<file path="src/rtl/fft_addr_gen.sv">
// Sequencer and address generator for a radix-2 DIT FFT: bit-reversed load addresses, then per-stage butterfly A/B/twiddle addresses.
// Latency: all outputs are combinational from the current state and counters, so addresses appear in the same cycle as their strobe.
// Backpressure: Enable low freezes every register; In_Valid low stalls the load counter without leaving LOAD.
module fft_addr_gen #(
  parameter int LOG2N    = 3,
  parameter int BFLY_LAT = 2
) (
  input  logic             Clk,
  input  logic             RSTn,
  input  logic             Start,
  input  logic             Enable,
  input  logic             In_Valid,
  output logic             Ld_En,
  output logic [LOG2N-1:0] Ld_Addr,
  output logic             Bf_Valid,
  output logic [LOG2N-1:0] Addr_A,
  output logic [LOG2N-1:0] Addr_B,
  output logic [LOG2N-2:0] Tw_Idx,
  output logic [1:0]       Stage,
  output logic             Busy,
  output logic             Done
);

  typedef enum logic [2:0] {
    S_IDLE    = 3'd0,
    S_LOAD    = 3'd1,
    S_COMPUTE = 3'd2,
    S_WAIT    = 3'd3,
    S_DONE    = 3'd4
  } state_e;

  // Terminal counts for each counter.
  localparam logic [LOG2N-1:0] LD_LAST   = '1;
  localparam logic [LOG2N-2:0] BF_LAST   = '1;
  localparam logic [1:0]       STG_LAST  = 2'(LOG2N - 1);
  localparam logic [2:0]       WAIT_LAST = 3'(BFLY_LAT - 1);

  state_e           state_q, state_d;
  logic [LOG2N-1:0] ld_cnt_q, ld_cnt_d;
  logic [LOG2N-2:0] bf_cnt_q, bf_cnt_d;
  logic [1:0]       stage_q, stage_d;
  logic [2:0]       wait_cnt_q, wait_cnt_d;

  // State and counter registers; async reset aborts any run in progress.
  always_ff @(posedge Clk or negedge RSTn) begin
    if (!RSTn) begin
      state_q    <= S_IDLE;
      ld_cnt_q   <= '0;
      bf_cnt_q   <= '0;
      stage_q    <= '0;
      wait_cnt_q <= '0;
    end else begin
      state_q    <= state_d;
      ld_cnt_q   <= ld_cnt_d;
      bf_cnt_q   <= bf_cnt_d;
      stage_q    <= stage_d;
      wait_cnt_q <= wait_cnt_d;
    end
  end

  // Next-state and counter advance; nothing moves while Enable is low.
  always_comb begin
    state_d    = state_q;
    ld_cnt_d   = ld_cnt_q;
    bf_cnt_d   = bf_cnt_q;
    stage_d    = stage_q;
    wait_cnt_d = wait_cnt_q;
    if (Enable) begin
      unique case (state_q)
        S_IDLE: begin
          if (Start) begin
            state_d    = S_LOAD;
            ld_cnt_d   = '0;
            bf_cnt_d   = '0;
            stage_d    = '0;
            wait_cnt_d = '0;
          end
        end
        S_LOAD: begin
          if (In_Valid) begin
            if (ld_cnt_q == LD_LAST) begin
              state_d  = S_COMPUTE;
              ld_cnt_d = '0;
            end else begin
              ld_cnt_d = ld_cnt_q + 1'b1;
            end
          end
        end
        S_COMPUTE: begin
          if (bf_cnt_q == BF_LAST) begin
            bf_cnt_d = '0;
            if (BFLY_LAT == 0) begin
              // No drain gap: roll straight into the next stage.
              if (stage_q == STG_LAST) state_d = S_DONE;
              else                     stage_d = stage_q + 1'b1;
            end else begin
              state_d    = S_WAIT;
              wait_cnt_d = '0;
            end
          end else begin
            bf_cnt_d = bf_cnt_q + 1'b1;
          end
        end
        S_WAIT: begin
          if (wait_cnt_q == WAIT_LAST) begin
            wait_cnt_d = '0;
            if (stage_q == STG_LAST) begin
              state_d = S_DONE;
            end else begin
              state_d = S_COMPUTE;
              stage_d = stage_q + 1'b1;
            end
          end else begin
            wait_cnt_d = wait_cnt_q + 1'b1;
          end
        end
        S_DONE: begin
          state_d = S_IDLE;
          stage_d = '0;
        end
        default: state_d = S_IDLE;
      endcase
    end
  end

  logic [LOG2N-1:0] b_ext, span, pos, grp, addr_a, tw_full, ld_rev;

  // Butterfly address/twiddle arithmetic and bit-reversed load address.
  always_comb begin
    b_ext   = LOG2N'(bf_cnt_q);
    span    = LOG2N'(1) << stage_q;
    pos     = b_ext & (span - LOG2N'(1));
    grp     = b_ext >> stage_q;
    addr_a  = ((grp << stage_q) << 1) + pos;
    tw_full = pos << (LOG2N - 1 - int'(stage_q));
    ld_rev  = '0;
    for (int i = 0; i < LOG2N; i++) ld_rev[i] = ld_cnt_q[LOG2N-1-i];

    Ld_En    = In_Valid & Enable & (state_q == S_LOAD);
    Ld_Addr  = (state_q == S_LOAD) ? ld_rev : '0;
    Bf_Valid = Enable & (state_q == S_COMPUTE);
    Addr_A   = '0;
    Addr_B   = '0;
    Tw_Idx   = '0;
    if (state_q == S_COMPUTE) begin
      Addr_A = addr_a;
      Addr_B = addr_a + span;
      Tw_Idx = tw_full[LOG2N-2:0];
    end
    Stage = (state_q == S_COMPUTE || state_q == S_WAIT) ? stage_q : 2'd0;
    Busy  = (state_q != S_IDLE);
    Done  = (state_q == S_DONE);
  end

endmodule

</file>
<file path="config.mk">
export PLATFORM = sky130hd
export DESIGN_NAME = fft_addr_gen
export DESIGN_NICKNAME = d
export VERILOG_FILES = /design/src/rtl/fft_addr_gen.sv
export SDC_FILE = /design/constraint.sdc
export NUM_CORES = 1
export LEC_CHECK = 0
export CORE_AREA = 2 2 48 50
export CTS_BUF_LIST = sky130_fd_sc_hd__clkbuf_4 sky130_fd_sc_hd__clkbuf_8
export CTS_CLUSTER_DIAMETER = 200
export DETAILED_ROUTE_END_ITERATION = 8
export DIE_AREA = 0 0 50 52
export GPL_TIMING_DRIVEN = 0
export PLACE_DENSITY = 0.77
export SLEW_MARGIN = 20
export SYNTH_ARGS = -nofsm -noshare
export SYNTH_HDL_FRONTEND = slang
export SYNTH_SLANG_ARGS = --single-unit
</file>
<file path="constraint.sdc">
create_clock -name Clk -period 3.1 [get_ports Clk]
set_input_delay 0.31 -clock Clk [delete_from_list [all_inputs] [get_ports Clk]]
set_output_delay 0.31 -clock Clk [all_outputs]
set_load 0.02 [all_outputs]
</file>
Yosys cells after proc, flatten, opt, wreduce, memory -nomap -nowiden
Cells that the tools add are included.
Widths: inputs -> output; s select.
{"block": "totals", "out_inout_bits": 17, "register_bits": 13, "wordCells": 72, "input_bits": 5}
{"block": "classes", "eq_ne": 14, "n_reduce_logical": 12, "n_shift": 4, "n_mux": 25, "n_addsub": 8, "n_bitwise": 4}
{"operator": "$mux 3", "count": 14}
{"operator": "$shl 3x32->2", "count": 1}
{"operator": "$mux 2", "count": 6}
{"operator": "$ne 2x2->1 const B", "count": 6}
{"operator": "$pmux 3 s4", "count": 1}
{"operator": "$pmux 3 s3", "count": 1}
{"operator": "$reduce_bool 3->1", "count": 3}
{"operator": "$reduce_and 4->1", "count": 2}
{"operator": "$add 3x1->3 const B", "count": 2}
{"operator": "$add 3x3->3", "count": 2}
{"operator": "$eq 3x1->1 const B", "count": 2}
{"operator": "$eq 3x2->1 const B", "count": 2}
{"operator": "$eq 3x3->1 const B", "count": 2}
{"operator": "$pmux 2 s3", "count": 1}
{"operator": "$pmux 3 s2", "count": 1}
{"operator": "$reduce_and 6->1", "count": 1}
{"operator": "$reduce_and 5->1", "count": 1}
{"operator": "$add 2x1->2 const B", "count": 2}
{"operator": "$eq 2x2->1 const B", "count": 2}
{"operator": "$pmux 2 s2", "count": 1}
{"operator": "$reduce_bool 2->1", "count": 2}
{"operator": "$and 1x1->1", "count": 3}
{"operator": "$and 2x3->3", "count": 1}
{"operator": "$logic_not 3->1", "count": 1}
{"operator": "7 further kinds", "count": 7}

Logic depth before layout (Yosys ltp)
{"block": "logic_depth", "ltp_word": 6, "ltp_mapped": 9, "ltp_nobuf": 9}

Worst setup path after synthesis
Ideal clock, no wire load.
{"block": "synth_timing", "path_kind": "register to output", "start": "register stage_q[0]", "end": "output Addr_B[2]", "arrival_ns": 2.261, "stages_incl_launch_ff": 10, "slack_ns": 0.529, "required_time_ns": 2.790, "n_path_buf": 0, "cell_sequence": "dfrtp_1 > inv_1 > ha_1 > xnor2_1 > and2_1 > ha_1 > fa_1 > xnor2_1 > xnor2_1 > nor2_1"}
{"block": "synth_via", "elab_chain_cells": 6, "elab_cells_between_ends": 8, "classes_between": "add/sub: 3; shift: 3; mux: 1; bitwise: 1"}
{"item": "from (decl)", "line": "41", "source": "logic [1:0] stage_q, stage_d;"}
{"item": "from (signal assigned)", "line": "56", "source": "stage_q <= stage_d;"}
{"item": "$shl 1x2->3", "line": "131", "source": "span = LOG2N'(1) << stage_q;"}
{"item": "$sub 3x1->3", "line": "132", "source": "pos = b_ext & (span - LOG2N'(1));"}
{"item": "$and 2x3->3", "line": "132"}
{"item": "$add 3x3->3", "line": "134", "source": "addr_a = ((grp << stage_q) << 1) + pos;"}
{"item": "$add 3x3->3 *", "line": "147", "source": "Addr_B = addr_a + span;"}
{"item": "$mux 3 *", "line": "145", "source": "if (state_q == S_COMPUTE) begin"}
{"item": "to (decl)", "line": "17", "source": "output logic [LOG2N-1:0] Addr_B,"}
Every way passes the cells marked *; elsewhere a longest branch is shown, timed or not.

Worst setup path in the final report
Ends and elaborated chain as after synthesis.

==> results.json <==
{
  "cap_violations": 0,
  "die_height_um": 52,
  "grt_usage_pct": 20.3,
  "ant_nets": 0,
  "synth_area_mm2": 0.00104,
  "status": "complete, no violations",
  "power.leakage_uw": 0.000569,
  "grt_setup_unrepaired": "false",
  "finalCriticalPeriod_ns": 2.94,
  "r2r_setup_slack_ns": 1.21,
  "maxSlewHeadroom_pct": 60.6,
  "cts_root_buf": "clkbuf_4",
  "antennaDiodeCount": 0,
  "cts.clk_slew.worst_paths_ns": 0.09,
  "start_util_pct": 49.3,
  "max_stage_delay_ns": 0.45,
  "finalMaxSlewViolations": 0,
  "insertion_delay_ns": 0.29,
  "worstSetupPathDepth": 10,
  "cp.arrival_ns": 2.63,
  "max_freq_mhz": 340,
  "ir_worst_vdd_uv": 624,
  "port_buffers": 21,
  "first_pass_iters": 4,
  "critical_path.endpoint": "Addr_B[2]",
  "rows": 17,
  "layout_commonest_cell": "clkdlybuf4s50_1",
  "grt_pass1_vias": 884,
  "grt-ovfl-total": 0,
  "criticalPathCategory": "reg -> out",
  "yosys_most_used_dff": "dfrtp_1",
  "yosysUniqueCellTypes": 43,
  "fin_nets": 158,
  "ys_warn_count": 0,
  "tritoncts": "built",
  "final_cell_mix": "19 x clkdlybuf4s50_1, 16 x nor2_1, 11 x dfrtp_1, 7 x and3_1, 7 x ha_1",
  "regToRegStartpoint": "state_q[2]",
  "min-delay-path-class": "in -> async",
  "r2r_cells": 4,
  "synth-seq-cells": 13,
  "synth-edff-count": 0,
  "cp_cell_sequence": "inv_2 > ha_1 > xnor2_1 > and2_1 > ha_1 > fa_1 > xnor2_2 > xnor2_1 > nor2_1 > clkbuf_2",
  "grt_max_degree": 14,
  "pwr_density_cell_mw_per_mm2": 953,
  "cts_made_buffers": 3,
  "dieArea_mm2": 0.00260,
  "cts_sinks": 13,
  "r2r-end": "stage_q[1]",
  "skew_ns": 0.00264,
  "clk_path_buf_depth": 2,
  "setup.worst_path.start": "stage_q[0]",
  "htreeDepth": 1,
  "worst-path-max-fanout": 6,
  "drc": 0,
  "syn_nets": 132,
  "async_reset_ff_share_pct": 100,
  "num_io_pins": 22,
  "nFillCells": 190,
  "fp.dieW_um": 50,
  "setup.worst_path.start_class": "register",
  "worstMarginPinSlew_ns": 0.590,
  "drt_iter0_drc": 19,
  "grt_pass1_wl_um": 3970,
  "gp_congestion": 0.847,
  "cp_slowest_cell": "fa_1",
  "grt_antenna_before_repair": 0,
  "cp-end-kind": "output port",
  "timing.final.ws_setup_ns": 0.160,
  "routed_wl_um": 2310,
  "period_share_pct": 94.8,
  "ys_seq_area_share_pct": 31.3,
  "worst-path-buf-inv": 2,
  "vias": 934,
  "netlist_instances": 118,
  "cp_top_family": "adder cells",
  "hpwlAfterDp_um": 1790,
  "pre_cts_slack_ns": -0.0189,
  "vias_per_cell": 5.46,
  "post_drt_wl_per_cell_um": 13.5,
  "core_area_mm2": 0.00211,
  "postCtsSetupRepairBufs": 0,
  "finalHoldViolations": 0,
  "layout-drive-gt1-share_pct": 12.6,
  "setup_viol": 0,
  "cp.required_ns": 2.79,
  "syn2layout_area_growth_pct": 27.1,
  "syn_avg_cell_area_um2": 8.80,
  "final.setup.tns_ns": 0
}
[flip-flops by register name (all words and copies together) (netlist names)]
signal and flops:
state_q 3, bf_cnt_q 2, wait_cnt_q 3, stage_q 2, ld_cnt_q 3
[cell type report]
class                   instances  area (µm²)  area share [%]
flip-flops and latches         13         328            24.8
multi-input cells              93         669            50.7
inverters                       7        26.3            1.99
clock buffers                   4        30.0            2.27
well taps                      28        35.0            2.65
plain buffers                   5        27.5            2.09
repair buffers                 21         204            15.5
[synthesized netlist by cell type (2+ instances only)]
| cell type | number | area (µm²) |
|---|---|---|
| nor2_1 | 16 | 60.1 |
| dfrtp_1 | 13 | 325 |
| ha_1 | 8 | 100 |
| and3_1 | 7 | 43.8 |
| inv_1 | 7 | 26.3 |
| nand2_1 | 5 | 18.8 |
| o21ai_1 | 5 | 25.0 |
| nand3_1 | 4 | 20.0 |
| xnor2_1 | 4 | 35.0 |
| clkbuf_1 | 3 | 11.3 |
| nand2b_1 | 3 | 18.8 |
| a21oi_1 | 2 | 10.0 |
| a22o_1 | 2 | 17.5 |
| a31o_2 | 2 | 17.5 |
| and2_1 | 2 | 12.5 |
| mux2_1 | 2 | 22.5 |
| nand3b_1 | 2 | 15.0 |
| nor3_1 | 2 | 10.0 |
| nor3b_1 | 2 | 15.0 |
| o21ai_0 | 2 | 10.0 |
| o31ai_1 | 2 | 15.0 |
| or3_1 | 2 | 12.5 |
[how the worst min path moves through the flow]
stage	from	to	slack [ns]	cells after the start
floorplan	RSTn	bf_cnt_q[0]	0.01	0
global placement	ld_cnt_q[0]	ld_cnt_q[0]	0.49	1
detailed placement	ld_cnt_q[0]	ld_cnt_q[0]	0.51	1
CTS	RSTn	state_q[2]	0.42	1
global route	RSTn	bf_cnt_q[1]	0.46	1
finish	RSTn	state_q[2]	0.39	1
[metrics by stage]
step / power [µW] / util [%] / cells / area [µm²] / hold slack (ns)
after floorplan: 887 / - / 118 / 1040 / 0.0144
after global placement: 1100 / 61.0 / 167 / 1280 / 0.494
after detailed placement: 1130 / 61.0 / 167 / 1280 / 0.511
after CTS: 1250 / 62.4 / 171 / 1320 / 0.418
after global routing: 1380 / 62.7 / 171 / 1320 / 0.457
final: 1260 / 62.7 / 171 / 1320 / 0.386
[logic make-up (layout without fill, tap and decap cells)]
group / count (synthesis) / after routing / synth area share, %
buffers and inverters: 12 / 37 / 5.18
XOR/XNOR: 4 / 4 / 3.37
AND/OR/NAND/NOR: 53 / 53 / 28.6
other: 1 / 1 / 0.361
AO/OA/AOI/OAI: 23 / 23 / 16.5
adder cells (fa/ha/maj): 9 / 9 / 11.6
multiplexers: 3 / 3 / 3.13
flip-flops: 13 / 13 / 31.3
[worst reg2reg max path: cells and delay by family, from the launching register on]
family / cells / cell delay (ns)
AOI/OAI and AO/OA: 1 / 0.25
DFF: 1 / 0.47
muxes: 1 / 0.35
and+or+nand+nor: 2 / 0.70
[timing repair]
item / in CTS / in global routing
cloned: 0 / 0
endpoints found under the setup margin: 2 / 1
endpoints found under the hold margin: 0 / 0
resized for setup: 6 / 4
hold buffers: 0 / 0
[layer usage]
layer	up-vias	GRT usage, %	share of wire [%]
met5	-	0	0
met1	441	26.0	48
met3	4	3.74	2.2
met4	0	9.26	1.6
li1	475	-	-
met2	14	33.1	48
[where the power goes]
group	switching, µW	internal [µW]
Sequential	78.3	238
Combinational	441	379
Clock	62.2	58.8
Total	581	676
Note: power is estimated with default switching activity, not from simulation.
